## config.mk

```make
export PLATFORM = sky130hd
export DESIGN_NAME = multi_channel_accumulator
export DESIGN_NICKNAME = d
export VERILOG_FILES = /design/src/rtl/multi_acc_pkg.sv /design/src/rtl/acc_channel.sv /design/src/rtl/multi_channel_accumulator.sv
export SDC_FILE = /design/constraint.sdc
export NUM_CORES = 1
export LEC_CHECK = 0
export ABC_AREA = 1
export CAP_MARGIN = 25
export CORE_MARGIN = 2
export CORE_UTILIZATION = 55
export DETAILED_ROUTE_END_ITERATION = 10
export GPL_ROUTABILITY_DRIVEN = 0
export PLACE_DENSITY = 0.79
export SYNTH_ARGS = -nofsm -noshare
export SYNTH_HDL_FRONTEND = slang
export SYNTH_SLANG_ARGS = --single-unit
export TNS_END_PERCENT = 10
```

## constraint.sdc

```tcl
create_clock -name aclk -period 2.5 [get_ports aclk]
set_clock_uncertainty 0.1 [all_clocks]
set_input_delay 0.5 -clock aclk [delete_from_list [all_inputs] [get_ports aclk]]
set_output_delay 0.5 -clock aclk [all_outputs]
set_load 0.03 [all_outputs]
```

## src/rtl/multi_acc_pkg.sv

```systemverilog
// Shared definitions for the multi-channel gated accumulator.
//   - default parameter values
//   - 1-bit FSM state encoding (ST_IDLE=0, ST_ACCUM=1)
//   - sext(): sign-extends the low in_w bits of a value to SEXT_MAX_W bits
package multi_acc_pkg;

  localparam int DEF_N_CH  = 2;
  localparam int DEF_IN_W  = 32;
  localparam int DEF_ACC_W = 64;
  localparam int DEF_CNT_W = 32;

  // Widest accumulator the sign-extension helper supports.
  localparam int SEXT_MAX_W = 128;

  typedef enum logic {
    ST_IDLE  = 1'b0,
    ST_ACCUM = 1'b1
  } state_t;

  // Shift the sample's sign bit up to the MSB, then arithmetic-shift it back.
  function automatic logic [SEXT_MAX_W-1:0] sext(input logic [SEXT_MAX_W-1:0] val,
                                                  input int in_w);
    logic signed [SEXT_MAX_W-1:0] t;
    t = $signed(val << (SEXT_MAX_W - in_w));
    return t >>> (SEXT_MAX_W - in_w);
  endfunction

endpackage

```

## src/rtl/acc_channel.sv

```systemverilog
// One accumulator lane plus its hold register.
// Optional build macro: ACC_SATURATE_EN (clamp instead of wrap, adds acc_sat).
// Ports:
//   aclk, rst       clock, async active-low reset
//   load            start of window: acc <= sext(in_sample)
//   add             inside window:   acc <= acc + sext(in_sample)
//   latch           window end:      out_total <= acc
//   in_sample       signed sample, IN_W bits
//   out_total       held signed total, ACC_W bits
//   acc_sat         (ACC_SATURATE_EN only) lane clamped during the held window
module acc_channel
  import multi_acc_pkg::*;
#(
  parameter int IN_W  = DEF_IN_W,
  parameter int ACC_W = DEF_ACC_W
) (
  input  logic             aclk,
  input  logic             rst,
  input  logic             load,
  input  logic             add,
  input  logic             latch,
  input  logic [IN_W-1:0]  in_sample,
  output logic [ACC_W-1:0] out_total
`ifdef ACC_SATURATE_EN
  ,
  output logic             acc_sat
`endif
);

  logic [ACC_W-1:0] acc;
  logic [ACC_W-1:0] sample_ext;

  assign sample_ext = ACC_W'(sext(SEXT_MAX_W'(in_sample), IN_W));

`ifdef ACC_SATURATE_EN
  localparam logic [ACC_W-1:0] ACC_MAX = {1'b0, {(ACC_W-1){1'b1}}};
  localparam logic [ACC_W-1:0] ACC_MIN = {1'b1, {(ACC_W-1){1'b0}}};

  logic [ACC_W-1:0] sum;
  logic             ovf_pos;
  logic             ovf_neg;
  logic             sat_seen;

  assign sum = acc + sample_ext;
  // Overflow only when both operands share a sign the result does not.
  assign ovf_pos = !acc[ACC_W-1] && !sample_ext[ACC_W-1] &&  sum[ACC_W-1];
  assign ovf_neg =  acc[ACC_W-1] &&  sample_ext[ACC_W-1] && !sum[ACC_W-1];

  always_ff @(posedge aclk or negedge rst) begin
    if (!rst) begin
      acc      <= '0;
      sat_seen <= 1'b0;
    end else if (load) begin
      // ACC_W >= IN_W, so loading a single sample never clamps.
      acc      <= sample_ext;
      sat_seen <= 1'b0;
    end else if (add) begin
      if (ovf_pos) begin
        acc      <= ACC_MAX;
        sat_seen <= 1'b1;
      end else if (ovf_neg) begin
        acc      <= ACC_MIN;
        sat_seen <= 1'b1;
      end else begin
        acc <= sum;
      end
    end
  end

  always_ff @(posedge aclk or negedge rst) begin
    if (!rst) begin
      out_total <= '0;
      acc_sat   <= 1'b0;
    end else if (latch) begin
      out_total <= acc;
      acc_sat   <= sat_seen;
    end
  end
`else
  always_ff @(posedge aclk or negedge rst) begin
    if (!rst) begin
      acc <= '0;
    end else if (load) begin
      acc <= sample_ext;
    end else if (add) begin
      acc <= acc + sample_ext;
    end
  end

  always_ff @(posedge aclk or negedge rst) begin
    if (!rst) begin
      out_total <= '0;
    end else if (latch) begin
      out_total <= acc;
    end
  end
`endif

endmodule

```

## src/rtl/multi_channel_accumulator.sv

```systemverilog
// Sums N_CH signed sample streams over each enable-high window, latches the
// totals and sample count, and offers them with a valid/ready handshake.
// Optional build macro: ACC_SATURATE_EN (clamping lanes, adds acc_sat port).
// Ports:
//   aclk, rst   clock, async active-low reset
//   enable      window gate
//   in_data     packed samples, channel k at [k*IN_W +: IN_W]
//   out_data    packed held totals, channel k at [k*ACC_W +: ACC_W]
//   out_count   samples in the held window
//   out_valid   held result pending; out_ready accepts it
//   overrun     sticky, a pending result was overwritten; clr_flags clears
//   count_sat   held window's counter reached its maximum
//   acc_sat     (ACC_SATURATE_EN only) per-channel clamp flag of held window
//
// state    | meaning
// ST_IDLE  | no window open; enable=1 loads the first sample
// ST_ACCUM | window open; enable=1 adds, enable=0 latches result
module multi_channel_accumulator
  import multi_acc_pkg::*;
#(
  parameter int N_CH  = DEF_N_CH,
  parameter int IN_W  = DEF_IN_W,
  parameter int ACC_W = DEF_ACC_W,   // must be >= IN_W
  parameter int CNT_W = DEF_CNT_W
) (
  input  logic                  aclk,
  input  logic                  rst,
  input  logic                  enable,
  input  logic [N_CH*IN_W-1:0]  in_data,
  output logic [N_CH*ACC_W-1:0] out_data,
  output logic [CNT_W-1:0]      out_count,
  output logic                  out_valid,
  input  logic                  out_ready,
  output logic                  overrun,
  output logic                  count_sat,
  input  logic                  clr_flags
`ifdef ACC_SATURATE_EN
  ,
  output logic [N_CH-1:0]       acc_sat
`endif
);

  localparam logic [CNT_W-1:0] CNT_MAX = '1;

  state_t           state;
  logic [CNT_W-1:0] count;
  logic             ld;
  logic             add;
  logic             latch;

  assign ld    = (state == ST_IDLE)  &&  enable;
  assign add   = (state == ST_ACCUM) &&  enable;
  assign latch = (state == ST_ACCUM) && !enable;

  always_ff @(posedge aclk or negedge rst) begin
    if (!rst) begin
      state     <= ST_IDLE;
      count     <= '0;
      out_count <= '0;
      out_valid <= 1'b0;
      overrun   <= 1'b0;
      count_sat <= 1'b0;
    end else begin
      // Acceptance first so a coinciding window end re-asserts valid below.
      if (out_valid && out_ready) out_valid <= 1'b0;
      // Clear first so a coinciding overrun event wins.
      if (clr_flags) overrun <= 1'b0;
      case (state)
        ST_IDLE: begin
          if (enable) begin
            count <= CNT_W'(1);
            state <= ST_ACCUM;
          end
        end
        ST_ACCUM: begin
          if (enable) begin
            if (count != CNT_MAX) count <= count + 1'b1;
          end else begin
            out_count <= count;
            count_sat <= (count == CNT_MAX);
            out_valid <= 1'b1;
            if (out_valid && !out_ready) overrun <= 1'b1;
            state     <= ST_IDLE;
          end
        end
        default: state <= ST_IDLE;
      endcase
    end
  end

  for (genvar k = 0; k < N_CH; k++) begin : g_ch
    acc_channel #(
      .IN_W  (IN_W),
      .ACC_W (ACC_W)
    ) u_ch (
      .aclk      (aclk),
      .rst       (rst),
      .load      (ld),
      .add       (add),
      .latch     (latch),
      .in_sample (in_data[k*IN_W +: IN_W]),
      .out_total (out_data[k*ACC_W +: ACC_W])
`ifdef ACC_SATURATE_EN
      ,
      .acc_sat   (acc_sat[k])
`endif
    );
  end

endmodule

```

### After elaboration in Yosys (flattened, before gate mapping)

Cells that the tools add are included.

| cells by class | value |
|---|---|
| $add $sub $neg | 3 |
| muxes and demuxes | 16 |
| reduce and logical (&&, ||, !) cells | 10 |
| bitwise gates (word level) | 2 |
| equality and inequality tests | 5 |

Operator list:

| operator | count |
|---|---|
| $mux 64 | 4 |
| $add 64x64->64 | 2 |
| $mux 32 | 3 |
| $pmux 32 s2 | 1 |
| $add 32x1->32 const B | 1 |
| $eq 32x32->1 const B | 1 |
| $ne 32x32->1 const B | 1 |
| $mux 1 | 8 |
| $logic_and 1x1->1 | 5 |
| $ne 2x2->1 const B | 2 |
| $reduce_and 3->1 | 1 |
| $logic_not 1->1 | 2 |
| $ne 2x1->1 const B | 1 |
| $not 1->1 | 2 |
| $reduce_and 2->1 | 1 |
| $reduce_bool 2->1 | 1 |

| word-level totals | value |
|---|---|
| output and inout bits | 163 |
| word-level logic and storage cells | 46 |
| bits of input ports | 69 |
| register bits | 324 |

### Longest topological paths before layout

Gate-level depths: netlist of the first run.

| logic depth | value |
|---|---|
| word-level depth | 5 |
| mapped depth | 15 |

### Hierarchy

A second synthesis of the first run with hierarchy kept.

| second synthesis, totals | value |
|---|---|
| cells, all modules | 3447 |
| area total of the unflattened synthesis | 23760.3 um2 |

Modules (own cells, without submodules):

| module | instances | seq. area each (um2) | cells an instance | area each (um2) |
|---|---|---|---|---|
| acc_channel (g_ch[1].u_ch) | 1 | 3203.1 | 1496 | 10164.7 |
| acc_channel (g_ch[0].u_ch) | 1 | 3203.1 | 1469 | 9984.6 |
| multi_channel_accumulator | 1 | 1701.6 | 482 | 3611.0 |

### Worst setup path after synthesis of the first run

No wires, ideal clock.

| timing path | value |
|---|---|
| kind | in2reg |
| start | input in_data[32] |
| end | register g_ch[1].u_ch.acc[62] |
| path slack | 0.239 ns |
| required time | 2.282 ns |
| path buffers | 0 |
| arrival time | 2.043 ns |
| cell stages on the path | 14 |
| cell sequence | ha_1 fa_1 nand3_1 nand3_1 nand2_1 nand2_1 nand2_1 nand2_1 nand2_1 nand2_1 nand2_1 nand3_1 nand3_1 nand2_1 |

| on the way | value |
|---|---|
| longest elaborated chain between the ends | 3 |

Ends and longest elaborated chain:

| element | line | text |
|---|---|---|
| start: declaration | multi_channel_accumulator.sv:29 | `input logic [N_CH*IN_W-1:0] in_data,` |
| $add 64x64->64 | acc_channel.sv:86 | `acc <= acc + sample_ext;` |
| $mux 64 | acc_channel.sv:85 | `end else if (add) begin` |
| $mux 64 | acc_channel.sv:83 | `end else if (load) begin` |
| end signal: assignment | acc_channel.sv:84 | `acc <= sample_ext;` |
| end signal: assignment | acc_channel.sv:86 |  |
| end: declaration | acc_channel.sv:30 | `logic [ACC_W-1:0] acc;` |

Every way passes these cells. The select of a mux whose other input is x is not followed.
A chain may end at the register's enable or synchronous reset.

### Worst setup path in the final report of the first run

| timing path | value |
|---|---|
| start | input in_data[17] |
| end | register g_ch[0].u_ch.acc[21] |

| on the way | value |
|---|---|
| longest elaborated chain between the ends | 3 |

Ends and longest elaborated chain:

| element | line |
|---|---|
| $add 64x64->64 | acc_channel.sv:86 |
| $mux 64 | acc_channel.sv:85 |
| $mux 64 | acc_channel.sv:83 |
| end signal: assignment | acc_channel.sv:84 |
| end signal: assignment | acc_channel.sv:86 |
| end: declaration | acc_channel.sv:30 |

Every way passes these cells. The select of a mux whose other input is x is not followed.

==> impl_metrics.csv, run 1 <==
group,metric,value,unit
global_route,grt-ovfl-total,0,
worst_hold_path,hold_class,"primary input to flop",
sta,drv_slew,0,
die,core_area,0.0452,mm²
power,power_density,825,mW/mm²
drt,drc,0,
drt,via_per_inst,5.23,
die,dieArea,0.0473,mm²
die,rows,78,
yosys,synth_edf_count,0,
yosys,synth_seq_area_share,32.3,%
global_route,grt_pass1_vias,26300,
drt,met2_length,37200,µm
worst_setup_path,crit_arrival,2.82,ns
drt,m1WireLength,33400,µm
global_route,track_usage,34.9,%
yosys,ys_types,37,
clock_tree,worst_skew_pair.late_latency,0.58,ns
yosys,syn-num-nets,4299,
yosys,synth-seq-cells,324,
drt,met3WireLength,6920,µm
drt,drt_iter0_markers,2634,
power,ir_drop,669,µV
layout,postLayoutCoreUtil,71.0,%
drt,via_count,27500,
sta,whs,0.149,ns
layout,multi_input_area,0.0136,mm²
worst_setup_path,crit_slowest_cell,"clkdlybuf4s50_1",
die,start_util,55.5,%
drt,maxUsedRoutingLayer,"met4",
run,maxCapViolCount,0,
worst_setup_path,cp_cell_sequence,"clkdlybuf4s50_1 -> ha_1 -> nand2_1 -> nor2_1 -> buf_4 -> nand2_1 -> nand2_1 -> inv_1 -> nand3_1 -> buf_4 -> o21ai_0 -> o211ai_1",
clock_tree,cts_post_setup_buffers_inserted,0,
yosys,async_reset_ff_share,100,%
placed_design,io_buffer_count,231,
sta,finalSetupViolCount,0,
placed_design,dpl.cell_count,5179,
clock_tree,clock-sinks,324,
layout,nFillCells,3882,
yosys,synthCells,4101,
die,die_w,217,µm
yosys,avgSynthCellArea,6.11,µm²
sta,rsz0062_at_grt,"true",
worst_setup_path,cpPeakStageDelay,0.53,ns
layout,drive_above_1_share,10.3,%
layout,nets,4819,
clock_tree,ctsRootBufferMaster,"clkbuf_16",
drt,firstDrtPassIters,7,
clock_tree,cts_buffers,38,
global_route,grt_max_degree,104,
power,power_leakage,18.1,nW
worst_setup_path,worstPathRequired,2.83,ns
placed_design,place_ws,-0.574,ns
die,top_level_ports,232,
clock_tree,cts_buffer_depth,3,
worst_setup_path,cpMostUsedCell,"nand2_1",
yosys,syn-cell-area,0.0251,mm²
layout,final_cell_count_no_fill,5248,
worst_setup_path,critPathBufInv,4,
worst_setup_path,critical_path_class,"primary input to flop",
layout,area_growth,28.0,%
yosys,synth_ff_type,"dfrtp_1",
run_status,status,"finished, final reports clean",
clock_tree,tritoncts,"done",
drt,drt_wl_total,82400,µm
clock_tree,clkSlewWorstSetupHoldPaths,0.07,ns
global_route,grt_first_pass_wirelength,132000,µm
sta,fmax,400,MHz
die,die_y,217,µm
sta,fin_crit,2.50,ns
clock_tree,cts_max_level,2,
worst_setup_path,crit_fanout,4,
sta,min_period_over_period,100,%
sta,finalHoldViolations,0,
drt,avgRoutedWirePerCell,15.7,µm
worst_setup_path,endpoint_kind,"flop",
sta,relSlewSlack,57.1,%
sta,tightest_slew,0.644,ns
global_route,antenna_found_initial,3,
layout,ff_latch_area,0.00811,mm²
worst_setup_path,crit_family,"buffers and inverters",
placed_design,hpwl,63700,µm
worst_setup_path,cp-start-kind,"primary input",
yosys,yosysWarnings,0,
drt,detail-route-antenna-nets,0,
sta,setup_slack,0.000627,ns
[metrics by stage]
| step | total power [mW] | area (µm²) | TNS, ns |
|---|---|---|---|
| 2_1_floorplan | 14.4 | 25100 | 0 |
| 3_3_place_gp | 19.7 | 30500 | -36.31 |
| 3_5_place_dp | 19.9 | 30500 | -41.56 |
| 4_1_cts | 26.1 | 31800 | 0 |
| 5_1_grt | 28.2 | 32100 | -0.291 |
| 6_report | 26.5 | 32100 | 0 |
[layout make-up]
type | instances | share of cell area [%]
clock inverters | 16 | 0.917
well taps | 600 | 2.34
inverters | 860 | 10.1
diodes | 3 | 0.0234
clock buffers | 48 | 3.27
flip-flops and latches | 324 | 25.3
multi-input cells | 2834 | 42.4
repair buffers | 563 | 15.6
[where the power goes]
group	internal, mW	switching (mW)
registers	6.26	0.697
logic	5.36	8.00
clock network	3.79	2.37
total	15.4	11.1
[synthesized netlist by cell type (28+ instances only)]
| cell | number | area, µm² |
|---|---|---|
| a21oi_1 | 104 | 521 |
| ha_1 | 127 | 1590 |
| o221ai_1 | 28 | 245 |
| dfrtp_1 | 324 | 8110 |
| nand2_1 | 1659 | 6230 |
| clkbuf_1 | 54 | 203 |
| o21ai_0 | 230 | 1150 |
| xnor2_1 | 34 | 298 |
| nand4_1 | 39 | 244 |
| nand3_1 | 189 | 946 |
| nor3_1 | 48 | 240 |
| nor2_1 | 249 | 935 |
| inv_1 | 851 | 3190 |
[state kept, by name, summed over array words and instances, names as in the netlist]
signal,flops
g_ch.u_ch.acc,128
g_ch.u_ch.out_total,128
count,32
out_count,32
count_sat,1
out_valid,1
overrun,1
state,1
[logic make-up after synthesis]
| group | after synthesis | share of synthesized area [%] |
|---|---|---|
| fa+ha+maj | 129 | 6.50 |
| flops | 324 | 32.3 |
| buf+inv | 943 | 14.3 |
| xor+xnor | 39 | 1.36 |
| compound gates | 431 | 9.54 |
| simple gates | 2235 | 35.9 |
[metal layers]
layer	global-route usage [%]	vias to the layer above
met1	45.3	12400
met4	18.0	0
met2	57.0	1244
li1	-	13600
met5	0	-
met3	4.73	278
[cells in the final DEF (no fill, tap or decap), drive strengths merged, types with 18 or more instances in the layout]
master            n
o21bai           18
nor3             50
ha              127
inv             862
xnor2            34
a21oi           104
dfrtp           324
o21ai           264
nor2            252
nand4            46
nand2          1660
nand3           190
nand3b           26
o221ai           28
clkdlybuf4s50   227
buf             332
clkbuf           49
[path summary, 6_finish.rpt]
check                                           start                         end  slack [ns]  depth (start not counted)
min in group asynchronous                         rst  g_ch[1].u_ch.out_total[12]        0.39                          2
max in group asynchronous                         rst        g_ch[0].u_ch.acc[29]        1.17                          3
hold reg to reg            g_ch[0].u_ch.out_total[37]  g_ch[0].u_ch.out_total[37]        0.37                          2
hold / removal                                 enable                       state        0.15                          1
setup / recovery                          in_data[17]        g_ch[0].u_ch.acc[21]      0.0006                         12
setup reg to reg                  g_ch[1].u_ch.acc[0]        g_ch[1].u_ch.acc[52]        0.11                         11
[repair_timing]
item / 4_1_cts / 5_1_grt
pin swaps: 0 / 2
endpoints found under the setup margin: 1 / 57
resized for setup: 1 / 52
cloned: 0 / 1
hold buffers: 1 / 0
endpoints found under the hold margin: 44 / 0
Note: power is estimated with default switching activity, not from simulation.
==> run 2: changes to the inputs <==
PLACE_DENSITY = 0.77   (was 0.79)
clock period = 3.1 ns   (was 2.5 ns; I/O delays follow)
==> impl_metrics.csv, run 2 (synthesis results as in run 1) <==
group,metric,value,unit
clock_tree,ctsRootBufferMaster,"clkbuf_16",
worst_setup_path,cp_cell_sequence,"clkdlybuf4s50_1 -> ha_1 -> nand2_1 -> nor2_1 -> nand2_1 -> nand2_1 -> nand2_1 -> nand2_1 -> nand2_1 -> nand2_1 -> nand2_1 -> nand2_1 -> nand2_1 -> nand3_1 -> nand2_1",
power,power_switching_share,43.8,%
drt,avgRoutedWirePerCell,15.7,µm
drt,via_count,26200,
die,start_util,55.5,%
drt,drt_wl_total,79300,µm
die,core_area,0.0452,mm²
worst_setup_path,endpoint_kind,"flop",
die,die_w,217,µm
drt,via_per_inst,5.19,
placed_design,dpl.cell_count,4975,
worst_hold_path,hold_depth,2,
sta,fin_tns_setup,0,ns
worst_setup_path,cp-start-kind,"primary input",
layout,mostFrequentLayoutCell,"nand2_1",
sta,rsz0062_at_grt,"false",
worst_hold_path,min_from,"g_ch[0].u_ch.out_total[32]",
layout,layout_common_cells,"1658 x nand2_1, 851 x inv_1, 324 x dfrtp_1",
clock_tree,cts_post_setup_buffers_inserted,0,
clock_tree,tritoncts,"done",
power,p_int,11.1,mW
die,dieArea,0.0473,mm²
clock_tree,cts-resized-gates,0,
sta,drv_slew,0,
layout,drive_above_1_share,5.09,%
power,finalPower,19.7,mW
die,top_level_ports,232,
global_route,grt_pass1_vias,24500,
drt,firstDrtPassIters,6,
global_route,grt-ovfl-total,0,
clock_tree,cts_buffer_depth,3,
worst_setup_path,cpPeakStageDelay,0.49,ns
global_route,track_usage,33.7,%
layout,nFillCells,4228,
clock_tree,cts_buffers,38,
power,p_seq_share,28.4,%
worst_setup_path,crit_fanout,5,
worst_setup_path,crit-reg2reg-capture,"g_ch[0].u_ch.acc[47]",
sta,fin_crit,2.74,ns
sta,relSlewSlack,55.2,%
die,rows,78,
sta,finalHoldViolations,0,
sta,tightest_slew,0.671,ns
clock_tree,postCtsHoldBufs,1,
drt,detail-route-antenna-nets,0,
layout,postLayoutCoreUtil,66.8,%
run,maxCapViolCount,0,
clock_tree,cts_max_level,2,
global_route,grt_first_pass_wirelength,126000,µm
layout,final_cell_count_no_fill,5048,
power,p_switching,8.64,mW
layout,nets,4614,
clock_tree,worst_skew_pair.late_latency,0.58,ns
die,die_y,217,µm
drt,drt_iter0_markers,2541,
worst_setup_path,crit_slowest_cell,"clkdlybuf4s50_1",
clock_tree,clkSlewWorstSetupHoldPaths,0.06,ns
worst_setup_path,reg2reg_slack,0.53,ns
power,p_comb_share,48.7,%
global_route,antenna_found_initial,3,
worst_setup_path,ff2ff_path_depth,14,
power,pwr-share-clk,22.9,%
worst_setup_path,worstPathRequired,3.46,ns
global_route,grt_max_degree,74,
worst_setup_path,critical_path_class,"primary input to flop",
clock_tree,clock-sinks,324,
power,ir_drop,512,µV
drt,drc,0,
power,power_density,653,mW/mm²
sta,min_period_over_period,88.3,%
worst_setup_path,r2r-start,"g_ch[0].u_ch.acc[2]",
placed_design,io_buffer_count,231,
worst_hold_path,hold_class,"flop to flop",
sta,fmax,365,MHz
worst_setup_path,cpMostUsedCell,"nand2_1",
sta,finalSetupViolCount,0,
worst_setup_path,crit_arrival,3.10,ns
power,power_leakage,17.0,nW
layout,largestRegisters,"g_ch.u_ch.acc x128, g_ch.u_ch.out_total x128",
run_status,status,"finished, final reports clean",
placed_design,hpwl,61600,µm
layout,area_growth,20.4,%
worst_hold_path,hold-path-endpoint,"g_ch[0].u_ch.out_total[32]",
==> run 2: power groups by stage <==
stage,combinational (mW),sequential (mW),clock [mW]
2_1_floorplan,5.32,6.32,0
3_3_place_gp,9.30,5.63,0
3_5_place_dp,9.41,5.65,0
4_1_cts,9.47,5.59,4.57
5_1_grt,10.6,5.69,4.74
6_report,9.61,5.59,4.51
==> run 2: stage by stage <==
step	setup slack (ns)	instance area, µm²	hold slack [ns]
after global routing	0.185	30200	0.390
after CTS	0.496	30200	0.373
after floorplan	0.719	25100	0.224
final	0.361	30200	0.367
after detailed placement	-0.0829	28900	0.359
after global placement	-0.0662	28900	0.355
==> run 2: per-layer routing <==
metal	share of wire, %	GRT usage [%]	wire length (µm)	up-vias
met5	0	0	0	-
met4	5.5	16.5	4370	0
met3	8.2	4.88	6520	227
met2	45	54.4	35500	1058
met1	42	44.3	33000	11800
li1	-	-	-	13200
==> run 2: critical path: cells and delay by family <==
kind	cells	cell delay [ns]
simple gates	13	1.58
fa+ha+maj	1	0.41
buf+inv	1	0.49
==> run 2: worst max-delay path by stage <==
stage,to,cells after the start,slack (ns),start
floorplan,g_ch[1].u_ch.acc[62],14,0.72,in_data[32]
global placement,g_ch[0].u_ch.acc[61],14,-0.07,in_data[31]
detailed placement,g_ch[0].u_ch.acc[61],14,-0.08,in_data[31]
CTS,g_ch[0].u_ch.acc[61],14,0.50,in_data[31]
global route,g_ch[1].u_ch.acc[54],15,0.18,in_data[63]
finish,g_ch[0].u_ch.acc[47],15,0.36,in_data[3]
==> run 2: cell type report <==
type	instances	area (µm²)	area share [%]
multi-input cells	2834	13400	44.4
flip-flops and latches	324	8110	26.9
repair buffers	358	3430	11.4
inverters	860	3240	10.7
clock buffers	55	1110	3.67
well taps	600	751	2.49
clock inverters	13	131	0.435
diodes	4	10.0	0.0332
